`src/rtl/rr_arb_mux.sv`:
```
// N-channel arbitrated multiplexer: round-robin or forced-select grant feeding
// a single registered output slot with valid/ready handshakes on every channel.
module rr_arb_mux #(
  parameter int unsigned WIDTH = 32,
  parameter int unsigned N     = 2,
  parameter int unsigned SEL_W = (N > 1) ? $clog2(N) : 1
) (
  input  logic               clk,
  input  logic               rst,
  input  logic [N*WIDTH-1:0] in_data,
  input  logic [N-1:0]       in_valid,
  output logic [N-1:0]       in_ready,
  input  logic               force_en,
  input  logic [SEL_W-1:0]   force_sel,
  output logic [WIDTH-1:0]   out_data,
  output logic               out_valid,
  input  logic               out_ready,
  output logic [SEL_W-1:0]   out_sel
);

  logic [WIDTH-1:0] data_q, data_d;
  logic             valid_q, valid_d;
  logic [SEL_W-1:0] sel_q, sel_d;
  logic [SEL_W-1:0] ptr_q, ptr_d;

  logic             space;
  logic             rr_vld;
  logic [SEL_W-1:0] rr_idx;
  logic             f_vld;
  logic             grant_vld;
  logic [SEL_W-1:0] grant_idx;
  logic [WIDTH-1:0] grant_data;
  logic             xfer;

  // Grant selection and per-channel ready
  always_comb begin
    space      = !valid_q || out_ready;
    rr_vld     = 1'b0;
    rr_idx     = '0;
    f_vld      = 1'b0;
    in_ready   = '0;
    grant_data = '0;
    // Lowest valid index at or above ptr wins; otherwise wrap to lowest valid.
    for (int i = 0; i < int'(N); i++) begin
      if (!rr_vld && in_valid[i] && (SEL_W'(i) >= ptr_q)) begin
        rr_vld = 1'b1;
        rr_idx = SEL_W'(i);
      end
    end
    for (int i = 0; i < int'(N); i++) begin
      if (!rr_vld && in_valid[i]) begin
        rr_vld = 1'b1;
        rr_idx = SEL_W'(i);
      end
    end
    // Out-of-range force_sel matches no channel, so it yields no grant.
    for (int i = 0; i < int'(N); i++) begin
      if ((force_sel == SEL_W'(i)) && in_valid[i]) f_vld = 1'b1;
    end
    grant_vld = force_en ? f_vld : rr_vld;
    grant_idx = force_en ? force_sel : rr_idx;
    for (int i = 0; i < int'(N); i++) begin
      if (grant_idx == SEL_W'(i)) begin
        in_ready[i] = !rst && space && grant_vld;
        grant_data  = in_data[i*WIDTH +: WIDTH];
      end
    end
    xfer = |(in_valid & in_ready);
  end

  // Output slot and pointer next-state
  always_comb begin
    valid_d = valid_q;
    data_d  = data_q;
    sel_d   = sel_q;
    ptr_d   = ptr_q;
    if (xfer) begin
      valid_d = 1'b1;
      data_d  = grant_data;
      sel_d   = grant_idx;
      if (!force_en) begin
        ptr_d = (grant_idx == SEL_W'(N - 1)) ? '0 : grant_idx + SEL_W'(1);
      end
    end else if (out_ready) begin
      valid_d = 1'b0;
    end
  end

  always_ff @(posedge clk) begin
    if (rst) begin
      valid_q <= 1'b0;
      data_q  <= '0;
      sel_q   <= '0;
      ptr_q   <= '0;
    end else begin
      valid_q <= valid_d;
      data_q  <= data_d;
      sel_q   <= sel_d;
      ptr_q   <= ptr_d;
    end
  end

  assign out_data  = data_q;
  assign out_valid = valid_q;
  assign out_sel   = sel_q;

endmodule

```
`config.mk`:
```
export PLATFORM = sky130hd
export DESIGN_NAME = rr_arb_mux
export DESIGN_NICKNAME = d
export VERILOG_FILES = /design/src/rtl/rr_arb_mux.sv
export SDC_FILE = /design/constraint.sdc
export NUM_CORES = 1
export LEC_CHECK = 0
export ABC_AREA = 1
export CORE_AREA = 2 2 66 68
export DETAILED_ROUTE_END_ITERATION = 12
export DIE_AREA = 0 0 68 70
export DONT_BUFFER_PORTS = 1
export GPL_TIMING_DRIVEN = 0
export PLACE_DENSITY = 0.75
export SLEW_MARGIN = 20
export SYNTH_ARGS = -nofsm -noshare
export SYNTH_HDL_FRONTEND = slang
export SYNTH_SLANG_ARGS = --single-unit
```
`constraint.sdc`:
```
create_clock -name clk -period 1.27 [get_ports clk]
set_input_delay 0.254 -clock clk [delete_from_list [all_inputs] [get_ports clk]]
set_output_delay 0.254 -clock clk [all_outputs]
set_load 0.005 [all_outputs]
```
# Word-level counts from Yosys, hierarchy flattened
# Cells that the tools add are included.
[word_totals] regBits=35 input_bits=71
[op_classes] addsub=1 n_lt_le_gt_ge=2 mux=17 bitwise=3 n_reduce_logical=18
[op_table] cell="32-bit 2-to-1 mux" n=1
[op_table] cell="1-bit 2-to-1 mux" n=16
[op_table] cell="1-bit logical AND" n=9
[op_table] cell="1-bit zero test" n=5
[op_table] cell="2-bit AND" n=1
[op_table] cell="1-bit >= comparator (first input constant)" n=2
[op_table] cell="1-bit inverter" n=2
[op_table] cell="2-bit AND reduction" n=1
[op_table] cell="2-bit nonzero test" n=1
[op_table] cell="2-bit OR reduction" n=1
[op_table] cell="1-bit adder (second input constant)" n=1
[op_table] cell="1-bit logical OR" n=1

# Longest topological paths before layout
# Gate-level depths: netlist of the first run.
[logic_depth] depth_word=19 mapped_depth=9 mapped_depth_nobuf=8

# Worst setup path before layout of the first run
# Ideal clock, no wire load.
[synth_timing] path_type="reg2out" start="reg valid_q, in the netlist out_valid" end="out in_ready[0]" arrival_ps=1020 t_required_ps=1016 path_slack_ps=-4 stages_incl_launch_ff=6 path_cell_list="dfxtp_1 -> a21oi_2 -> nand2_4 -> buf_8 -> buf_8 -> nor2_1"
[synth_between] elab_chain_cells=5
[synth_rtl] item="from (decl)" line="22" rtl="logic valid_q, valid_d;"
[synth_rtl] item="from (signal assigned)" line="96" rtl="valid_q <= valid_d;"
[synth_rtl] item="1-bit zero test" line="37" rtl="space = !valid_q || out_ready;"
[synth_rtl] item="1-bit logical OR" line="37"
[synth_rtl] item="1-bit logical AND (2 in series)" line="64" rtl="in_ready[i] = !rst && space && grant_vld;"
[synth_rtl] item="1-bit 2-to-1 mux" line="63" rtl="if (grant_idx == SEL_W'(i)) begin"
[synth_rtl] item="to (decl)" line="12" rtl="output logic [N-1:0] in_ready,"
# Every way passes these cells.

# Worst setup path after layout of the first run
[layout_timing] start="reg ptr_q" end="out in_ready[1]"
[layout_between] elab_chain_cells=16
[layout_rtl] item="from (decl)" line="24" rtl="logic [SEL_W-1:0] ptr_q, ptr_d;"
[layout_rtl] item="from (signal assigned)" line="99" rtl="ptr_q <= ptr_d;"
[layout_rtl] item="1-bit >= comparator" line="45" rtl="if (!rr_vld && in_valid[i] && (SEL_W'(i) >= ptr_q)) begin"
[layout_rtl] item="1-bit logical AND" line="45"
[layout_rtl] item="1-bit 2-to-1 mux" line="45"
[layout_rtl] item="1-bit zero test" line="45"
[layout_rtl] item="1-bit logical AND (2 in series)" line="45"
[layout_rtl] item="1-bit 2-to-1 mux" line="45"
[layout_rtl] item="1-bit zero test" line="51" rtl="if (!rr_vld && in_valid[i]) begin"
[layout_rtl] item="1-bit logical AND" line="51"
[layout_rtl] item="1-bit 2-to-1 mux" line="51"
[layout_rtl] item="1-bit zero test" line="51"
[layout_rtl] item="1-bit logical AND" line="51"
[layout_rtl] item="1-bit 2-to-1 mux" line="51"
[layout_rtl] item="1-bit 2-to-1 mux" line="60" rtl="grant_vld = force_en ? f_vld : rr_vld;"
[layout_rtl] item="1-bit logical AND" line="64"
[layout_rtl] item="1-bit 2-to-1 mux (*)" line="63"
# Mark *: on every way between the ends. The rest lies on a longest branch, timed or not.

==> results of run 1 <==
worst register-to-register path, stage by stage (launching register included):
cell and delay [ns]:
dfxtp_2 0.32, inv_2 0.06, nand2_2 0.07, nand2_4 0.08
nand2_4 0.05, buf_4 0.16, buf_6 0.14, nand2_1 0.07
nand2_1 0.06, nor2_2 0.09, nor2_2 0.04
area by class of cell:
| type | instances | area (um2) | share of cell area (%) |
|---|---|---|---|
| sequential | 35 | 705.7 | 29.13 |
| tap | 52 | 65.06 | 2.686 |
| buffer | 18 | 171.4 | 7.076 |
| multi-input combinational | 247 | 1179 | 48.66 |
| inverter | 40 | 150.1 | 6.198 |
| clock buffer | 6 | 72.57 | 2.996 |
| timing repair buffer | 9 | 78.83 | 3.254 |
per-layer routing:
metal / GRT usage (%) / vias up
li1: - / 1035
met1: 26.26 / 865
met2: 36.14 / 67
met3: 7.085 / 5
met4: 5.111 / 0
met5: 0 / -
sequential cells by signal (all words and copies together) (netlist names):
register   cells
ptr_q          1
out_valid      1
out_sel        1
out_data      32
kinds of logic (layout without fill, tap and decap cells):
| group | after synthesis | count (layout) |
|---|---|---|
| AOI/OAI and AO/OA | 4 | 4 |
| and+or+nand+nor | 243 | 243 |
| buffers and inverters | 59 | 73 |
| DFF | 35 | 35 |
cell usage in the layout (no fill, tap or decap), types with 2 or more instances in the layout:
cell | netlist | final
buf_8 | 2 | 2
clkbuf_8 | 0 | 5
nand3_1 | 34 | 33
dfxtp_1 | 35 | 33
nor2_1 | 11 | 10
inv_2 | 0 | 2
nand2_2 | 3 | 3
nor2_2 | 56 | 56
clkbuf_1 | 6 | 7
buf_12 | 2 | 2
a21oi_1 | 3 | 3
inv_1 | 40 | 38
buf_6 | 0 | 8
buf_4 | 3 | 9
nand2_4 | 1 | 3
nand2_1 | 137 | 135
power breakdown:
group          total [mW]  switching, mW  leakage, nW  internal [mW]
Combinational       0.687          0.397        0.906          0.290
Clock               0.732          0.367       0.0371          0.365
Sequential           1.27         0.0727        0.290           1.20
Total                2.69          0.836         1.23           1.85
per-stage QoR:
step           std cells  hold slack (ns)  area (um2)
2_1_floorplan        341           0.3231        2132
3_3_place_gp         393           0.3238        2197
3_5_place_dp         393           0.3289        2197
4_1_cts              406          0.02082        2377
5_1_grt              407         0.008545        2422
6_report             407          0.03001        2422
worst max-delay path by stage:
stage                           start  slack [ns]  cells after the start     endpoint
3_5_place_dp       ptr_q$_SDFFE_PP0P_       -0.15                      7  in_ready[1]
6_report           ptr_q$_SDFFE_PP0P_       -0.08                      7  in_ready[1]
4_1_cts        out_valid$_SDFFE_PP0P_       -0.08                      4  in_ready[0]
2_1_floorplan  out_valid$_SDFFE_PP0P_       0.005                      5  in_ready[0]
5_1_grt            ptr_q$_SDFFE_PP0P_       -0.14                      7  in_ready[1]
3_3_place_gp       ptr_q$_SDFFE_PP0P_       -0.13                      7  in_ready[1]
timing repair:
action	CTS	global route
gates resized for setup	19	14
endpoints found under the setup margin	31	35
hold endpoints to repair	0	0
pin swaps	3	6
setup buffers	8	1
==> flow_summary.ini, run 1 <==
[logic_synthesis]
yosysSeqAreaShare_pct = 32.86
ys.flop_type = dfxtp_1
netlist_area_um2 = 2132
synth_mux_area_share_pct = 0
synth_top_area_share_pct = 32.86
synth_area_leader_cell = dfxtp_1
ys_types = 16
synth-xor-area-share_pct = 0
synthAdderAreaFrac_pct = 0
yosysMostFrequentCell = nand2_1
synth-simple-area-share_pct = 52.17
async_reset_ff_share_pct = 0
ys_ff_latch = 35
synth_area_per_cell_um2 = 6.252
syn_inst = 341
synth_area_leaders = dfxtp_1 33%, nand2_1 24%, nor2_2 16%, nand3_1 8.0%, inv_1 7.0%
syn-num-nets = 412
yosys_warnings = 0
synth_top_family_by_area = simple AND/OR/NAND/NOR gates
synth_edf_count = 0
synth.top_cells.by_count = 137 x nand2_1, 56 x nor2_2, 40 x inv_1
synth_compound_area_share_pct = 1.115

[hold_path]
hold_path_class = in2reg
hold_path_depth = 1
hp-start = rst
holdPathEnd = out_valid$_SDFFE_PP0P_

[sta]
hold_viol = 0
setup_slack_ns = -0.08437
slew-limit-headroom_pct = 67.45
worst_pin_slew_ns = 0.4883
final.setup_skew_ns = 0.004806
finalMaxSlewViolations = 0
finalSetupTns_ns = -0.1648
fin_crit_sh_pct = 106.6
max_freq_mhz = 738.4
rsz0062_at_grt = true
setup_viol = 2
fin_crit_ns = 1.354

[power]
ir_worst_vdd_mv = 0.5752
p_per_area_nw_per_um2 = 1110
p_leak_nw = 1.233
p_total_mw = 2.688

[cts]
cts_tree = done
clkTransAtPathRegs_ns = 0.07
clock-root-buffer = clkbuf_8
numCtsBuffers = 5
cts_buffer_depth = 2
cts.sinks = 35
h-tree-depth = 2
cts_hold_buf = 0
clk_latency_ns = 0.28

[critical_path]
reg2reg_slack_ns = 0.02
path_buf_inv = 3
critPathSlowestCell = dfxtp_2
cp_max_fo = 4
worstPathArrival_ns = 1.10
crit_family = flip-flops
rr_endpoint = out_data[30]$_SDFFE_PP0P_
cp_cell_sequence = inv_2 > nand2_2 > nand2_4 > nand2_4 > buf_6 > nand3_4 > inv_2
crit_path_max_incr_delay_ns = 0.32
critPathRequiredTime_ns = 1.02
reg2reg_depth = 10
setup.worst_path.end_class = output port
crit_path_start_kind = flop
worstSetupPathType = reg2out
r2r-start = ptr_q$_SDFFE_PP0P_

[drt]
drc = 0
num_vias = 1972
wl_met3_um = 366
drtPass1Iterations = 4
drt-met1-wl_mm = 2.096
routed_wl_mm = 4.842
dr.max_layer_used = met4
drt_iter0_markers = 97
wl_met2_mm = 2.338
antenna_left = 0
viasPerCell = 4.845
routedWlPerCell_um = 11.90

[global_route]
overflow = 0
grt_pass1_vias = 1791
grt_max_degree = 13
track_usage_pct = 21.58
grt_first_pass_wirelength_mm = 7.893
antenna_found_initial = 0

[finish]
final_util_pct = 58.45
fillers = 406
antenna_cells = 0
drive_gt1_share_pct = 26.76
fin_nets = 427
area_growth_syn_to_layout_pct = 13.61

[floorplanning]
die-area_um2 = 4760
start_util_pct = 51.45
die_h_um = 70
num_rows = 24
die_x_um = 68
core-area_um2 = 4144
num_io_pins = 107

[status]
violations = negative setup slack
status = finished, violations left

[place]
routabilityCongestion = 0.7718
dpl_worst_slack_ns = -0.1475
io_buffers = 0
hpwlAfterDp_mm = 3.465

[job]
maxCapViolCount = 0
Power figures use the tool's default switching activity.
==> run 2, diff against run 1 <==
--- a/config.mk
+++ b/config.mk
@@ -5,13 +5,12 @@
 export SDC_FILE = /design/constraint.sdc
 export NUM_CORES = 1
 export LEC_CHECK = 0
-export ABC_AREA = 1
-export CORE_AREA = 2 2 66 68
+export CORE_AREA = 2 2 61 63
 export DETAILED_ROUTE_END_ITERATION = 12
-export DIE_AREA = 0 0 68 70
+export DIE_AREA = 0 0 63 65
 export DONT_BUFFER_PORTS = 1
 export GPL_TIMING_DRIVEN = 0
-export PLACE_DENSITY = 0.75
+export PLACE_DENSITY = 0.76
 export SLEW_MARGIN = 20
 export SYNTH_ARGS = -nofsm -noshare
 export SYNTH_HDL_FRONTEND = slang
==> run 2 against run 1 <==
Effect of this change:
- the run still ends with negative setup slack left
- sequential power about the same
- via count decreased by 20%
- combinational power decreased by 6.6%
- clock power decreased by 6.0%
- global-route usage increased by 0.98 points
- area after synthesis decreased by 14%
- fmax decreased by 15%
- die area decreased by 14%
- synthesized cell count decreased by 40%
- worst setup slack got worse by 0.24 ns
==> flow_summary.ini, run 2 <==
[status]
status = finished, violations left
violations = negative setup slack

[logic_synthesis]
netlist_area_um2 = 1841
synth_area_per_cell_um2 = 8.978
ys.flop_type = dfxtp_1
async_reset_ff_share_pct = 0
yosys_warnings = 0
ys_types = 23
synth_area_leaders = dfxtp_1 38%, a311oi_2 23%, nand2_1 13%, a21oi_1 9.2%, buf_6 3.1%
synth_top_area_share_pct = 38.07
syn_inst = 205
yosysSeqAreaShare_pct = 38.07
synth_edf_count = 0
yosysMostFrequentCell = nand2_1
synth.top_cells.by_count = 65 x nand2_1, 35 x dfxtp_1, 34 x a21oi_1
ys_ff_latch = 35
synth_area_leader_cell = dfxtp_1
syn-num-nets = 276

[floorplanning]
core-area_um2 = 3496
die_h_um = 65
die-area_um2 = 4095
num_io_pins = 107
num_rows = 22
start_util_pct = 52.65
die_x_um = 63

[global_route]
grt_max_degree = 14
grt_pass1_vias = 1404
overflow = 0
grt_first_pass_wirelength_mm = 7.210
antenna_found_initial = 0
track_usage_pct = 22.56

[finish]
area_growth_syn_to_layout_pct = 19.10
fin_nets = 292
final_cell_mix = 64 x nand2_1, 34 x a21oi_1, 33 x dfxtp_1
final_common_cell = nand2_1
antenna_cells = 0
drive_gt1_share_pct = 33.33
design_area_um2 = 2192
largest_reg_flops = 32

[sta]
rsz0062_at_grt = true
slew-limit-headroom_pct = 51.85
max_freq_mhz = 625.6
worst_pin_slew_ns = 0.7222
setup_slack_ns = -0.3285
fin_crit_ns = 1.599
final.setup_skew_ns = 0.009867
setup_viol = 36
hold_viol = 0
fin_crit_sh_pct = 125.9
finalMaxSlewViolations = 0

[critical_path]
cp_max_fo = 2
worstSetupPathType = reg2out
worstPathArrival_ns = 1.34
critPathRequiredTime_ns = 1.02
setup.worst_path.end_class = output port
path_buf_inv = 1
crit_path_max_incr_delay_ns = 0.34
crit_family = simple AND/OR/NAND/NOR gates
crit_path_start_kind = flop
cp_cell_sequence = nor2b_4 > nor3b_4 > buf_6 > nand2_4 > nor2_4
critPathSlowestCell = dfxtp_2

[cts]
clkTransAtPathRegs_ns = 0.10
clock-root-buffer = clkbuf_4
clk_latency_ns = 0.34
cts_buffer_depth = 2
cts.sinks = 35
numCtsBuffers = 5
cts_tree = done
h-tree-depth = 2

[place]
dpl_cell_area_um2 = 1924
io_buffers = 0
hpwlAfterDp_mm = 3.199
routabilityCongestion = 0.7193

[drt]
routedWlPerCell_um = 17.59
antenna_left = 0
drt_iter0_markers = 109
drtPass1Iterations = 4
viasPerCell = 5.848
num_vias = 1579
routed_wl_mm = 4.750
drc = 0

[power]
p_sw_mw = 0.7806
clock_power_share_pct = 26.5
ir_worst_vdd_mv = 0.8014
comb_power_share_pct = 24.7
p_per_area_nw_per_um2 = 1185
seqPwrFrac_pct = 48.8
p_int_mw = 1.817
swShare_pct = 30.05
p_leak_nw = 0.7851
p_total_mw = 2.598

[job]
maxCapViolCount = 0

[hold_path]
hold_path_class = in2reg
## run 2: area by class of cell
cell class | instances | area, um2
flip-flops and latches | 35 | 703.2
plain buffers | 19 | 186.4
multi-input cells | 148 | 1062
well taps | 48 | 60.06
repair buffers | 11 | 107.6
inverters | 1 | 3.754
fillers | 307 | 1304
clock buffers | 8 | 68.82
## run 2: cells by family after synthesis
group	after synthesis	share of synthesized area, %
buf+inv	22	7.001
simple gates	76	17.61
flops	35	38.07
compound gates	72	37.32
## run 2: per-layer routing
layer	track usage [%]	share of wire, %	vias to the layer above
li1	-	-	778
met1	28.25	42	733
met2	36.30	49	60
met3	7.639	7.4	8
met4	7.500	1.6	0
met5	0	0	-
## run 2: power groups by stage
stage	logic (mW)	registers, mW	clock network, mW
after floorplan	0.455	1.27	0
after global placement	0.527	1.29	0
after detailed placement	0.541	1.29	0
after CTS	0.590	1.27	0.703
after global routing	0.702	1.28	0.750
final	0.642	1.27	0.688
## run 2: worst paths after layout
path	startpoint	endpoint	slack, ns	depth (start not counted)
worst min register to register	out_data[14]$_SDFFE_PP0P_	out_data[14]$_SDFFE_PP0P_	0.54	2
worst max-delay path	out_valid$_SDFFE_PP0P_	in_ready[1]	-0.33	5
worst min-delay path	in_data[12]	out_data[12]$_SDFFE_PP0P_	0.06	2
worst max register to register	out_valid$_SDFFE_PP0P_	out_data[4]$_SDFFE_PP0P_	-0.32	7
## run 2: timing repair
action | in CTS | in global routing
setup endpoints to repair | 36 | 36
gates resized for setup | 17 | 12
buffers inserted | 4 | 6
cloned | 0 | 1
hold buffers | 0 | 0
pin swaps | 5 | 1
## run 2: worst register-to-register path, cell delays in order (launching register included)
cell and delay (ns):
dfxtp_2 0.34, nor2b_4 0.13, nor3b_4 0.21, buf_4 0.15, buf_6 0.13, and2_4 0.23
buf_12 0.16, a311oi_2 0.09
## run 2: per-stage QoR
step | instances | util, % | setup TNS (ns) | setup slack, ns | hold WS, ns
3_3_place_gp | 253 | 55.05 | -11.78 | -0.3590 | 0.4152
6_report | 270 | 62.71 | -10.41 | -0.3285 | 0.06296
5_1_grt | 270 | 62.71 | -12.93 | -0.3940 | 0.07389
4_1_cts | 264 | 59.77 | -9.439 | -0.3274 | 0.06014
2_1_floorplan | 205 | - | -4.288 | -0.1374 | 0.4139
3_5_place_dp | 253 | 55.05 | -11.36 | -0.3469 | 0.4267
